### src/rtl/fir_pkg.sv
// Shared constants and types for the FIR sequencer and the ALU it drives.
package fir_pkg;

    localparam logic [1:0] OP_ADD = 2'b00;
    localparam logic [1:0] OP_MUL = 2'b01;

    localparam int DEF_DW = 16;
    localparam int DEF_AW = 32;

    typedef enum logic [1:0] {
        IDLE  = 2'd0,
        RUN   = 2'd1,
        DRAIN = 2'd2,
        OUT   = 2'd3
    } fir_state_e;

endpackage

### src/rtl/fir_sample_ring.sv
// Circular delay line of NTAPS samples; read port addresses the sample k steps behind wp.
module fir_sample_ring
    import fir_pkg::*;
#(
    parameter int NTAPS = 64,
    parameter int DW    = DEF_DW
) (
    input  logic                     clk,
    input  logic                     rst,
    input  logic                     we,
    input  logic                     advance,
    input  logic [DW-1:0]            wr_data,
    input  logic [$clog2(NTAPS)-1:0] k,
    output logic [DW-1:0]            rd_data
);

    localparam int KW = $clog2(NTAPS);

    logic [DW-1:0] mem [NTAPS];
    logic [KW-1:0] wp;
    logic [KW-1:0] rd_idx;

    always_ff @(posedge clk or negedge rst) begin
        if (!rst) begin
            for (int i = 0; i < NTAPS; i++) begin
                mem[i] <= '0;
            end
        end else if (we) begin
            mem[wp] <= wr_data;
        end
    end

    // Power-of-two depth makes the natural KW-bit wrap the modulo.
    always_ff @(posedge clk or negedge rst) begin
        if (!rst) begin
            wp <= '0;
        end else if (advance) begin
            wp <= wp + KW'(1);
        end
    end

    assign rd_idx  = wp - k;
    assign rd_data = mem[rd_idx];

endmodule

### src/rtl/fir_sequencer.sv
// Sequences one FIR output per input sample through the shared ALU, one tap per cycle.
//   state | meaning
//   IDLE  | waiting for a sample; coefficient writes accepted
//   RUN   | issuing tap k to the ALU each cycle
//   DRAIN | waiting for in-flight products to be accumulated
//   OUT   | holding y[n] until the consumer takes it
module fir_sequencer
    import fir_pkg::*;
#(
    parameter int NTAPS   = 64,
    parameter int DW      = DEF_DW,
    parameter int AW      = DEF_AW,
    parameter int ALU_LAT = 2
) (
    input  logic                     clk,
    input  logic                     rst,
    input  logic                     coef_we,
    input  logic [$clog2(NTAPS)-1:0] coef_addr,
    input  logic [DW-1:0]            coef_data,
    input  logic                     in_valid,
    input  logic [DW-1:0]            in_data,
    output logic                     in_ready,
    output logic                     out_valid,
    output logic [AW-1:0]            out_data,
    input  logic                     out_ready,
    output logic [DW-1:0]            alu_a,
    output logic [DW-1:0]            alu_b,
    output logic [1:0]               alu_op_sel,
    input  logic [AW-1:0]            alu_result,
    output logic                     busy
);

    localparam int KW = $clog2(NTAPS);

    fir_state_e state_q;
    fir_state_e state_d;

    logic [KW-1:0]      k_q;
    logic [DW-1:0]      coef [NTAPS];
    logic [AW-1:0]      acc_q;
    logic [ALU_LAT-1:0] tag_q;
    logic [ALU_LAT-1:0] tag_rest;
    logic [DW-1:0]      tap_sample;

    logic          sample_fire;
    logic          prod_valid;
    logic          last_prod;
    logic          ring_we;
    logic          ring_adv;
    logic          coef_wr;
    logic [DW-1:0] alu_a_d;
    logic [DW-1:0] alu_b_d;
    logic [1:0]    alu_op_d;

    fir_sample_ring #(
        .NTAPS (NTAPS),
        .DW    (DW)
    ) u_ring (
        .clk     (clk),
        .rst     (rst),
        .we      (ring_we),
        .advance (ring_adv),
        .wr_data (in_data),
        .k       (k_q),
        .rd_data (tap_sample)
    );

    // The final product is the one with no other issue still in the ALU pipe.
    always_comb begin
        tag_rest            = tag_q;
        tag_rest[ALU_LAT-1] = 1'b0;
    end

    assign prod_valid = tag_q[ALU_LAT-1] && ((state_q == RUN) || (state_q == DRAIN));
    assign last_prod  = prod_valid && !(|tag_rest) && (alu_op_sel != OP_MUL);

    always_ff @(posedge clk or negedge rst) begin
        if (!rst) begin
            state_q <= IDLE;
        end else begin
            state_q <= state_d;
        end
    end

    always_comb begin
        state_d = state_q;
        unique case (state_q)
            IDLE:    if (in_valid) state_d = RUN;
            RUN:     if (k_q == KW'(NTAPS - 1)) state_d = DRAIN;
            DRAIN:   if (last_prod) state_d = OUT;
            OUT:     if (out_ready) state_d = IDLE;
            default: state_d = IDLE;
        endcase
    end

    always_comb begin
        in_ready    = (state_q == IDLE);
        busy        = (state_q != IDLE);
        sample_fire = (state_q == IDLE) && in_valid;
        ring_we     = sample_fire;
        coef_wr     = (state_q == IDLE) && coef_we;
        ring_adv    = (state_q == OUT) && out_ready;
        alu_a_d     = '0;
        alu_b_d     = '0;
        alu_op_d    = OP_ADD;
        if (state_q == RUN) begin
            alu_a_d  = tap_sample;
            alu_b_d  = coef[k_q];
            alu_op_d = OP_MUL;
        end
    end

    // A coefficient written alongside a sample lands before the first tap reads it.
    always_ff @(posedge clk or negedge rst) begin
        if (!rst) begin
            for (int i = 0; i < NTAPS; i++) begin
                coef[i] <= '0;
            end
        end else if (coef_wr) begin
            coef[coef_addr] <= coef_data;
        end
    end

    always_ff @(posedge clk or negedge rst) begin
        if (!rst) begin
            alu_a      <= '0;
            alu_b      <= '0;
            alu_op_sel <= OP_ADD;
            tag_q      <= '0;
        end else begin
            alu_a      <= alu_a_d;
            alu_b      <= alu_b_d;
            alu_op_sel <= alu_op_d;
            tag_q[0]   <= (alu_op_sel == OP_MUL);
            for (int i = 1; i < ALU_LAT; i++) begin
                tag_q[i] <= tag_q[i-1];
            end
        end
    end

    always_ff @(posedge clk or negedge rst) begin
        if (!rst) begin
            k_q   <= '0;
            acc_q <= '0;
        end else if (sample_fire) begin
            k_q   <= '0;
            acc_q <= '0;
        end else begin
            if (state_q == RUN) begin
                k_q <= k_q + KW'(1);
            end
            if (prod_valid) begin
                acc_q <= acc_q + alu_result;
            end
        end
    end

    always_ff @(posedge clk or negedge rst) begin
        if (!rst) begin
            out_valid <= 1'b0;
            out_data  <= '0;
        end else if ((state_q == DRAIN) && last_prod) begin
            out_valid <= 1'b1;
            out_data  <= acc_q + alu_result;
        end else if ((state_q == OUT) && out_ready) begin
            out_valid <= 1'b0;
        end
    end

endmodule

### config.mk
export PLATFORM = sky130hd
export DESIGN_NAME = fir_sequencer
export DESIGN_NICKNAME = d
export VERILOG_FILES = /design/src/rtl/fir_pkg.sv /design/src/rtl/fir_sample_ring.sv /design/src/rtl/fir_sequencer.sv
export SDC_FILE = /design/constraint.sdc
export NUM_CORES = 2
export LEC_CHECK = 0
export ABC_CLOCK_PERIOD_IN_PS = 7300
export CORE_AREA = 2 2 385 387
export CTS_BUF_LIST = sky130_fd_sc_hd__clkbuf_16
export DETAILED_ROUTE_END_ITERATION = 12
export DIE_AREA = 0 0 387 389
export PLACE_DENSITY = 0.85
export SYNTH_ARGS = -nofsm -noshare
export SYNTH_HDL_FRONTEND = slang
export SYNTH_SLANG_ARGS = --single-unit
### constraint.sdc
create_clock -name clk -period 7.3 [get_ports clk]
set_input_delay 0.73 -clock clk [delete_from_list [all_inputs] [get_ports clk]]
set_output_delay 0.73 -clock clk [all_outputs]
set_load 0.005 [all_outputs]
==> reports/metrics.cfg <==
[synthesis]
yosys.area.top_type=dfrtp_1
ys_ff_latch=2162
netlist_area_mm2=0.09876
avgSynthCellArea_um2=15.91
dominantRegCellSynth=dfrtp_1
postSynthCellCount=6209
synth_seq_area_share_pct=54.78
yosys_warnings=0
synth_most_common_cell=dfrtp_1
synth_edf_count=0
syn-num-nets=6328
ys_top_cells_by_area=dfrtp_1 (55%), mux2_2 (23%), mux4_2 (15%)
synthArstFlopShare_pct=100.0
yosysTopAreaCellShare_pct=54.78
netlist-cell-type-count=66
ys_top_cells_by_count=dfrtp_1 (2162), mux2_2 (2055), mux4_2 (653)

[cts]
clock_latency_ps=820
cts.reportedPaths.clkPinSlew_ps=60
htreeDepth=4
cts-root-buf=clkbuf_16
cts_tree=yes
cts.repair.resized=0
clock-sinks=2162
postCtsSetupBuffers=0
clockBufferDepth=3
cts_buffers=211

[layout]
nFillCells=8546
final_nets=6295
drive_gt1_share_pct=51.11
areaGrowthSynthToFinish_pct=9.756

[detailed_routing]
ant_nets=0
firstDrtPassIters=5
viasPerCell=6.790
drc=0
dr_total_vias=56280
drt_iter0_drc=4503
drt_wl_total_mm=240.7
wl_per_cell_um=29.04

[grt]
grt_pass1_wl_mm=372.6
grt_antenna_before_repair=11
grt_max_degree=176
track_usage_pct=32.71
grt_pass1_vias=60520
grt-ovfl-total=0

[floorplanning]
rows=141
coreArea_mm2=0.1466
initial_core_util_pct=67.37
dieArea_mm2=0.1505
die_w_um=387
boundaryPins=144
die_h_um=389

[sta]
worst_slack_ps=2416
min_period_over_period_pct=66.91
finalCriticalPeriod_ps=4884
setup_viol=0
hold_viol=0
fin_setup_tns_ps=0
clock-skew-final_ps=19.81
finalMaxSlewViolations=0
rsz0062_at_grt=no
tightestPinTransition_ps=1296
max_freq_ghz=0.2047
maxSlewHeadroom_pct=13.60

[worst_setup_path]
required_ps=8020
cp_slowest_cell=dfrtp_4
start_kind=flip-flop
path_buf_inv=2
path_delay_family=compound AO/OA/AOI/OAI gates
worstSetupStartpoint=k_q[1]$_DFFE_PN0P_
cp_slowest_stage_delay_ps=960
end_kind=flip-flop
critPathMaxFanout=53
cp.arrival_ps=5600
crit_type=flip-flop to flip-flop
crit_chain=inv_1 -> ha_1 -> nor2b_1 -> o21ai_0 -> a21boi_0 -> o21a_1 -> o21ai_1 -> nand2_2 -> buf_4 -> mux2i_1 -> a211oi_1
r2r-start=k_q[1]$_DFFE_PN0P_

[power]
power_density_mw_per_mm2=334.1
vdd_drop_max_v=0.0004767
p_leak_nw=51.90

[place]
dpl_worst_slack_ps=2500
io_buffers=142
place.gp.congestion=0.8734
dpl.hpwl_mm=144.4

[min_path]
worstHoldStart=tag_q[0]$_DFF_PN0_
hp-class=flip-flop to flip-flop

[run_status]
status=complete, no violations

[flow_run]
max-cap-violations=0

through the flow:
| step | hold WS (ps) | area, um^2 | util (%) | std cells | power (W) |
|---|---|---|---|---|---|
| 2_1_floorplan | 355.0 | 98760 | - | 6209 | 0.02277 |
| 4_1_cts | 377.3 | 108400 | 73.93 | 8283 | 0.03637 |
| 6_report | 377.1 | 108400 | 73.94 | 8288 | 0.03621 |
| 5_1_grt | 392.7 | 108400 | 73.94 | 8288 | 0.03774 |
| 3_5_place_dp | 362.5 | 101900 | 69.49 | 7892 | 0.02612 |
| 3_3_place_gp | 359.2 | 101900 | 69.49 | 7892 | 0.02582 |
placed cells by master (no fill, tap or decap), types with 32 or more instances in the layout:
cell / n
o21ai_0: 43
a21oi_1: 51
clkbuf_16: 216
a211oi_1: 43
nand2_1: 171
dfrtp_1: 2159
buf_2: 32
clkinv_1: 61
inv_1: 65
ha_1: 41
clkdlybuf4s50_1: 109
buf_4: 150
nor2_1: 110
mux4_2: 653
clkinv_2: 41
mux2_2: 2055
state kept, by name, indices dropped and copies added, names as in the netlist:
register	count
acc_q	32
alu_a	16
alu_b	16
alu_op_sel	1
coef	1024
k_q	6
out_data	32
out_valid	1
state_q	2
tag_q	2
u_ring.mem	1024
u_ring.wp	6
worst paths after layout:
kind	end	slack, ps	depth (start not counted)
min in group asynchronous	u_ring.mem[477]$_DFFE_PN0P_	560	2
setup / recovery	alu_a[12]$_DFF_PN0_	2420	11
hold / removal	tag_q[1]$_DFF_PN0_	380	0
hold reg to reg	tag_q[1]$_DFF_PN0_	380	0
max in group asynchronous	coef[723]$_DFFE_PN0P_	4620	4
setup reg to reg	alu_a[12]$_DFF_PN0_	2420	11
timing repair:
item | 4_1_cts | 5_1_grt
endpoints found under the hold margin | 122 | 0
endpoints found under the setup margin | 0 | 0
hold buffers | 1 | 0
worst register-to-register path, stage by stage, from the launching register on:
cell and delay (ps):
dfrtp_4 960, inv_1 160, ha_1 340, nor2b_1 140, o21ai_0 250, a21boi_0 200, o21a_1 250, o21ai_1 830
nand2_2 740, buf_4 440, mux2i_1 170, a211oi_1 290
cells by family (layout without fill, tap and decap cells):
logic type                 count (synthesis)  count (layout)  synth area share (%)
DFF                                     2162            2162                 54.78
adders and majority gates                 44              44                0.5726
buffers and inverters                    582             726                 2.375
AOI/OAI and AO/OA                        197             197                 1.299
xor gates and xnor gates                  35              35                0.3180
and+or+nand+nor                          461             461                 2.140
other                                      1               6              0.003797
muxes                                   2727            2727                 38.51
per-layer routing:
layer / global-route usage [%] / vias up / share of wire [%]
met5: 0 / - / 0.030
met4: 14.92 / 12 / 4.9
met3: 5.564 / 632 / 6.3
met2: 53.48 / 2053 / 50
met1: 43.71 / 30500 / 39
li1: - / 23080 / -
power by group:
group	total [W]	leakage [nW]	switching, W	internal [W]
registers	0.0145	29.8	0.000993	0.0135
logic	0.0114	18.7	0.00602	0.00541
clock network	0.0103	3.37	0.00461	0.00569
total	0.0362	51.9	0.0116	0.0246
cell type report:
class	instances	area [um^2]	area share [%]
repair buffers	315	2855	2.634
diodes	5	12.51	0.01154
clock inverters	174	1090	1.005
flip-flops and latches	2162	54110	49.92
clock buffers	216	5405	4.986
inverters	21	81.33	0.07503
multi-input cells	3465	42430	39.14
well taps	1930	2415	2.228
Power figures use the tool's default switching activity.
